**config.mk**
```make
export PLATFORM = sky130hd
export DESIGN_NAME = button_gesture
export DESIGN_NICKNAME = d
export VERILOG_FILES = /design/src/rtl/btn_pkg.sv /design/src/rtl/button_gesture_edge_detect.sv /design/src/rtl/button_gesture.sv
export SDC_FILE = /design/constraint.sdc
export NUM_CORES = 1
export LEC_CHECK = 0
export CELL_PAD_IN_SITES_DETAIL_PLACEMENT = 1
export CELL_PAD_IN_SITES_GLOBAL_PLACEMENT = 2
export CORE_MARGIN = 2
export CORE_UTILIZATION = 32
export DETAILED_ROUTE_END_ITERATION = 16
export HOLD_SLACK_MARGIN = 0.1
export PLACE_DENSITY = 0.82
export REMOVE_ABC_BUFFERS = 1
export SYNTH_ARGS = -nofsm -noshare
export SYNTH_HDL_FRONTEND = slang
export SYNTH_HIERARCHICAL = 1
export SYNTH_SLANG_ARGS = --single-unit
```
**constraint.sdc**
```tcl
create_clock -name clk -period 3 [get_ports clk]
set_input_delay 0.45 -clock clk [delete_from_list [all_inputs] [get_ports clk]]
set_output_delay 0.45 -clock clk [all_outputs]
set_load 0.005 [all_outputs]
```
**src/rtl/btn_pkg.sv**
```systemverilog
// Shared state and gesture encodings for the button gesture classifier.
package btn_pkg;

   typedef enum logic [2:0] {
      IDLE      = 3'd0,
      PRESS1    = 3'd1,
      LONG_HELD = 3'd2,
      WAIT2     = 3'd3,
      PRESS2    = 3'd4
   } state_t;

   localparam logic [1:0] GEST_NONE   = 2'd0;
   localparam logic [1:0] GEST_SHORT  = 2'd1;
   localparam logic [1:0] GEST_LONG   = 2'd2;
   localparam logic [1:0] GEST_DOUBLE = 2'd3;

endpackage

```
**src/rtl/button_gesture_edge_detect.sv**
```systemverilog
// Registers the debounced level and flags its rising and falling edges.
module edge_detect (
   input  logic clk,
   input  logic btn,
   output logic rise,
   output logic fall
);

   logic btn_q;

   // Loads unconditionally, so reset leaves btn_q equal to btn and no edge.
   always_ff @(posedge clk) begin
      btn_q <= btn;
   end

   assign rise = btn & ~btn_q;
   assign fall = ~btn & btn_q;

endmodule

```
**src/rtl/button_gesture.sv**
```systemverilog
// Classifies button interactions into short, long and double-click gestures.
module button_gesture
   import btn_pkg::*;
#(
   parameter int LONG_CYCLES   = 1000,
   parameter int DCLICK_CYCLES = 250,
   parameter int CNT_W         = 16
) (
   input  logic       clk,
   input  logic       reset,
   input  logic       btn,
   output logic       short_press,
   output logic       long_press,
   output logic       double_click,
   output logic       held,
   output logic [1:0] last_gesture,
   output logic [7:0] gesture_cnt
);

   localparam longint CNT_LIM = 64'd1 << CNT_W;
   localparam logic [CNT_W-1:0] LONG_T   = CNT_W'(LONG_CYCLES - 1);
   localparam logic [CNT_W-1:0] DCLICK_T = CNT_W'(DCLICK_CYCLES - 1);
   localparam logic [CNT_W-1:0] T_ONE    = CNT_W'(1);

   if (LONG_CYCLES < 2 || DCLICK_CYCLES < 2) begin : g_bad_min
      $error("LONG_CYCLES and DCLICK_CYCLES must be >= 2");
   end
   if (CNT_LIM <= longint'(LONG_CYCLES) ||
       CNT_LIM <= longint'(DCLICK_CYCLES)) begin : g_bad_w
      $error("CNT_W too narrow for cycle parameters");
   end

   logic             rise;
   logic             fall;
   state_t           state;
   logic [CNT_W-1:0] timer;

   edge_detect u_edge (
      .clk  (clk),
      .btn  (btn),
      .rise (rise),
      .fall (fall)
   );

   always_ff @(posedge clk) begin
      if (reset) begin
         state        <= IDLE;
         timer        <= '0;
         short_press  <= 1'b0;
         long_press   <= 1'b0;
         double_click <= 1'b0;
         held         <= 1'b0;
         last_gesture <= GEST_NONE;
         gesture_cnt  <= 8'd0;
      end else begin
         short_press  <= 1'b0;
         long_press   <= 1'b0;
         double_click <= 1'b0;
         if (timer != '1) timer <= timer + T_ONE;
         case (state)
            IDLE: begin
               if (rise) begin
                  state <= PRESS1;
                  timer <= T_ONE;
               end
            end
            PRESS1: begin
               if (btn && timer == LONG_T) begin
                  state        <= LONG_HELD;
                  timer        <= T_ONE;
                  long_press   <= 1'b1;
                  held         <= 1'b1;
                  last_gesture <= GEST_LONG;
                  gesture_cnt  <= gesture_cnt + 8'd1;
               end else if (fall) begin
                  state <= WAIT2;
                  timer <= T_ONE;
               end
            end
            LONG_HELD: begin
               if (fall) begin
                  state <= IDLE;
                  timer <= T_ONE;
                  held  <= 1'b0;
               end
            end
            WAIT2: begin
               if (rise) begin
                  state <= PRESS2;
                  timer <= T_ONE;
               end else if (!btn && timer == DCLICK_T) begin
                  state        <= IDLE;
                  timer        <= T_ONE;
                  short_press  <= 1'b1;
                  last_gesture <= GEST_SHORT;
                  gesture_cnt  <= gesture_cnt + 8'd1;
               end
            end
            PRESS2: begin
               // Second press length does not matter; the release completes it.
               if (fall) begin
                  state        <= IDLE;
                  timer        <= T_ONE;
                  double_click <= 1'b1;
                  last_gesture <= GEST_DOUBLE;
                  gesture_cnt  <= gesture_cnt + 8'd1;
               end
            end
            default: begin
               state <= IDLE;
               timer <= T_ONE;
               held  <= 1'b0;
            end
         endcase
      end
   end

endmodule

```
# Yosys cells after proc, flatten, opt, wreduce, memory -nomap -nowiden
# Cells that the tools add are included.
# Widths: inputs -> output; s select.
# totals
regBits,34
elab_cells,78
output_inout_bits,14
in_bits,3
# op_classes
reduce_logical,13
add_sub_neg,2
eq_ne,16
bitwise_logic,8
mux,30
# ops
op,n
$mux 16,6
$pmux 16 s4,1
$mux 8,4
$pmux 8 s3,1
$mux 3,6
$add 16x1->16 const B,1
$eq 16x10->1 const B,1
$eq 16x8->1 const B,1
$ne 16x16->1 const B,1
$ne 2x2->1 const B,6
$pmux 3 s4,1
$add 8x1->8 const B,1
$mux 2,4
$eq 3x2->1 const B,2
$ne 3x3->1 const B,2
$not 1->1,6
$pmux 2 s3,1
$reduce_or 2->1,3
$reduce_or 3->1,2
$mux 1,5
$reduce_and 5->1,1
$reduce_and 4->1,1
$eq 3x1->1 const B,1
$eq 3x3->1 const B,1
other kinds (8),10

# Logic depth before layout (Yosys ltp)
# depth
depth_word,5
ltp_mapped,8
depth_no_buf,7

# Cells and area by module
# The synthesis kept the hierarchy.
# by_module_without_submodules
module,instances,cells_per_inst,area_each_um2,seq_area_each_um2
button_gesture,1,206,1711.6,660.6
edge_detect,1,3,35.0,20.0

# Worst setup path after synthesis
# Ideal clock, no wire load.
# synth_timing
kind,register to register
from,register timer[12]
to,register gesture_cnt[5]
required_time_ns,2.930
setup_slack_ns,0.553
arrival_time_ns,2.376
stages_incl_launch_ff,8
path_buffers,2
period_less_slack_ns,2.447
setup_time_ns,0.070
path_cell_list,dfxtp_1 clkbuf_1 or4_4 or4_4 and3_4 buf_6 or4_1 a21oi_1
# synth_via
elab_chain_cells,4
elab_cells_between_ends,7
cone_classes,4 x eq/ne; 3 x reduce/logical
# synth_rtl
item,line_no,source
start: declaration,button_gesture.sv:36,logic [CNT_W-1:0] timer;
start signal: assignment,button_gesture.sv:59,if (timer != '1) timer <= timer + T_ONE;
$eq 16x8->1 or $eq 16x10->1 (tied branches),"button_gesture.sv:91, button_gesture.sv:68",
$logic_and 1x1->1 (on tied branches),"button_gesture.sv:91, button_gesture.sv:68",
$ne 2x2->1 (no line),-,
$reduce_and 5->1 (no line) *,-,
end signal: assignment,button_gesture.sv:74,gesture_cnt <= gesture_cnt + 8'd1;
end signal: assignment,button_gesture.sv:96,gesture_cnt <= gesture_cnt + 8'd1;
end signal: assignment,button_gesture.sv:106,gesture_cnt <= gesture_cnt + 8'd1;
end: declaration,button_gesture.sv:17,output logic [7:0] gesture_cnt
# Mark *: on every way between the ends. The rest lies on a longest branch, timed or not.
# A chain may end at the register's enable or synchronous reset.

# Worst setup path in the final report
# layout_timing
from,input btn
to,register gesture_cnt[4]
# layout_via
elab_chain_cells,4
elab_cells_between_ends,11
cone_classes,4 x eq/ne; 3 x bitwise; 4 x reduce/logical
# layout_rtl
item,line_no,source
start: declaration,button_gesture.sv:11,"input logic btn,"
$not 1->1 or $logic_not 1->1 (tied branches),"button_gesture_edge_detect.sv:17, button_gesture.sv:91",
$and 1x1->1 or $logic_and 1x1->1 (tied branches),"button_gesture_edge_detect.sv:17, button_gesture.sv:91",
$ne 2x2->1 (no line),-,
$reduce_and 5->1 (no line) *,-,
# Marks and branches as above.

==> metrics <==
crit-path max cell delay 0.53 ns; Final Hold Fails 0; initial antenna violation count 0; DR DRC count 0; Final Util 0.4049; GP Congestion 0.7405; switching share of power 0.2462; detailed-router iteration count before antenna repair 4; total CTS buffers 5; Fmax 0.3912 GHz; Clk Tree Root Cell clkbuf_8; Hold/Removal Path Class reg -> reg; # fillers 624; Synth Area in Adders 0.02149; predominant post-synthesis flop cell dfxtp_1; Least-Margin Pin Slew 0.8204 ns; Placeable Area 5172 um2; fraction of layout cells with a size suffix above 1 0.1039; CP Launch Type primary input; vias in the first global route 1563; cell taking the most area after synthesis dfxtp_1; insertion delay to the later sink of the worst-skew pair 0.28 ns; yosys warns 6; Peak supply drop 0.0001833 V; Gate power share 0.083; CP Depth 6; CP Capture Type flip-flop; sequential area share after synthesis 0.3897; Die W 77.88 um; # rows 26; async set-or-reset flop fraction in the synthesized netlist 0; PortBufs 16; Max Root-Sink Buffers 2; Worst-path clk slew 0.07 ns; DR top layer met4; CP top delay family simple AND/OR/NAND/NOR gates; cts repair resizes 0; max-cap violations 0; Crit path required time 3.22 ns; htree depth 2; # nets final 236; met3 routed WL 111 um; status finished clean; wl on met1 2109 um; min Tclk post-route 2.556 ns; Die H 77.88 um; Setup crit end gesture_cnt[4]; vias per std cell 5.392; Synth top area share 0.3897; cell with the most instances after synthesis dfxtp_1; CP Class in -> reg; crit path max fanout 13; post-synthesis register bit count 34; P per Cell Area 429.7 nW/um2; Slowest cell on crit path or4_4; final slew viol count 0; # Post-CTS Setup Buffers 0; unrepaired setup endpoints after global routing no; internal power 678.4 uW; setup slack, reg-to-reg 0.50 ns; hold buffers post-CTS 0; Sequential Power Share 0.525; Synth Area in XOR/XNOR 0.05014; Post-synth top cells dfxtp_1, nor2_1, a21oi_1, nor3_1; metal2 WL 2006 um; area fraction in compound gates after synthesis 0.1497; Static Leak 0.0006675 uW; Initial DRC Count 56; Overall Power 900.0 uW; hold depth 1; crit path launch btn; total track usage 0.1515; CTS tree done; synthesized area 1747 um2; crit path DAT 2.78 ns; remaining antenna violation count 0; RR Startpoint timer[15]; Synth Area per Inst 8.357 um2; detailed placement HPWL 3016 um; clock skew 0.005502 ns; clock share of power 0.392; crit path cell chain clkdlybuf4s50_1 > or4b_1 > or4_4 > and3_4 > or4_1 > a21oi_1; largest net degree at the start of global routing 16; largest family of logic cells by synthesized area simple AND/OR/NAND/NOR gates; mux contribution to synthesized area 0.01218; sum of negative setup slack 0 ns; area delta synth->final 19.91%; DR vias 1623; Buf/Inv on CP 1; Initial Utilization 0.3377; first-pass GRT wire length 7458 um; Slew headroom 0.4531; NetSw 221.6 uW; reg-to-reg critical path endpoint gesture_cnt[4]; top cells by area, synth dfxtp_1, nor2_1, xnor2_1, a21oi_1, nor3_1; Setup violations, final 0; simple-gate area share of the yosys netlist 0.3324; number of flops mapped to enable cells by yosys 0; post-synth cell types 44; Syn Inst Count 209; R2R cell count 5; Tcrit/Tclk final 0.8520; DR WL/cell 14.15 um; clk sinks 34; grt ovf 0; total die area 6065 um2; n_diodes 0; top-level I/O count 17; Routed Wire Length 4260 um
metrics by stage:
step,std cells,cell area [um2],hold slack (ns),worst slack [ns]
floorplan,200,1703,0.4585,0.4975
global placement,293,2003,0.4575,0.1652
detailed placement,293,2003,0.4602,0.1383
CTS,301,2095,0.4769,0.4477
global route,301,2095,0.4888,0.3404
finish,301,2095,0.4682,0.4439
routing by layer:
layer / vias up / GRT usage
met5: - / 0
met4: 0 / 0.05357
met3: 4 / 0.03605
met2: 20 / 0.2526
met1: 789 / 0.1896
li1: 810 / -
area by class of cell:
type	count	area, um2	area share
well taps	70	87.58	0.04182
inverters	9	33.78	0.01613
multi-input cells	157	988.4	0.4719
repair buffers	23	212.7	0.1016
clock buffers	7	86.33	0.04122
flip-flops and latches	34	680.7	0.3250
clock inverters	1	5.005	0.002389
cells in the final DEF, fill, tap and decap left out, types with 3 or more instances in the layout:
| cell type | synthesis | routed |
|---|---|---|
| nor2b_1 | 7 | 7 |
| nand4_1 | 8 | 8 |
| ha_1 | 3 | 3 |
| nor3_1 | 12 | 12 |
| dfxtp_1 | 34 | 34 |
| nor4_1 | 4 | 4 |
| o21ai_0 | 4 | 4 |
| nand2_1 | 9 | 9 |
| a31oi_1 | 6 | 6 |
| buf_4 | 0 | 7 |
| clkdlybuf4s50_1 | 0 | 16 |
| nor2_1 | 26 | 26 |
| xnor2_1 | 9 | 9 |
| clkbuf_8 | 0 | 6 |
| a21oi_1 | 12 | 12 |
| a211oi_1 | 4 | 4 |
| nand3_1 | 7 | 7 |
| inv_1 | 9 | 9 |
| or4_1 | 6 | 6 |
| nand2b_1 | 3 | 3 |
| o31ai_1 | 7 | 7 |
logic make-up after synthesis:
| logic type | Yosys count |
|---|---|
| DFF | 34 |
| buffers and inverters | 18 |
| AOI/OAI and AO/OA | 40 |
| and+or+nand+nor | 102 |
| muxes | 2 |
| xor gates and xnor gates | 10 |
| adders and majority gates | 3 |
how the worst min path moves through the flow:
stage / start / endpoint / slack, ns
after global placement: last_gesture[0] / last_gesture[0] / 0.46
after CTS: last_gesture[0] / last_gesture[0] / 0.48
final: last_gesture[0] / last_gesture[0] / 0.47
after global routing: last_gesture[1] / last_gesture[1] / 0.49
after floorplan: last_gesture[1] / last_gesture[1] / 0.46
after detailed placement: last_gesture[0] / last_gesture[0] / 0.46
registers in the layout, indices dropped and copies added, names as in the netlist:
name and count:
double_click 1, gesture_cnt 8, held 1, last_gesture 2
long_press 1, short_press 1, state 3, timer 16
u_edge/btn_q 1
worst reg2reg max path, cell delays in order, from the launching register on:
cell	delay [ns]
dfxtp_1	0.37
or4_4	0.57
or4_4	0.59
and3_4	0.25
or4_1	0.50
a21oi_1	0.15
power by group through the flow:
stage / logic [uW] / registers, uW / clock network (uW)
CTS: 76.6 / 473 / 370
finish: 74.6 / 473 / 353
detailed placement: 76.0 / 483 / 0
global route: 85.5 / 475 / 391
floorplan: 44.2 / 480 / 0
global placement: 75.3 / 483 / 0
(Power assumes the default switching activity.)
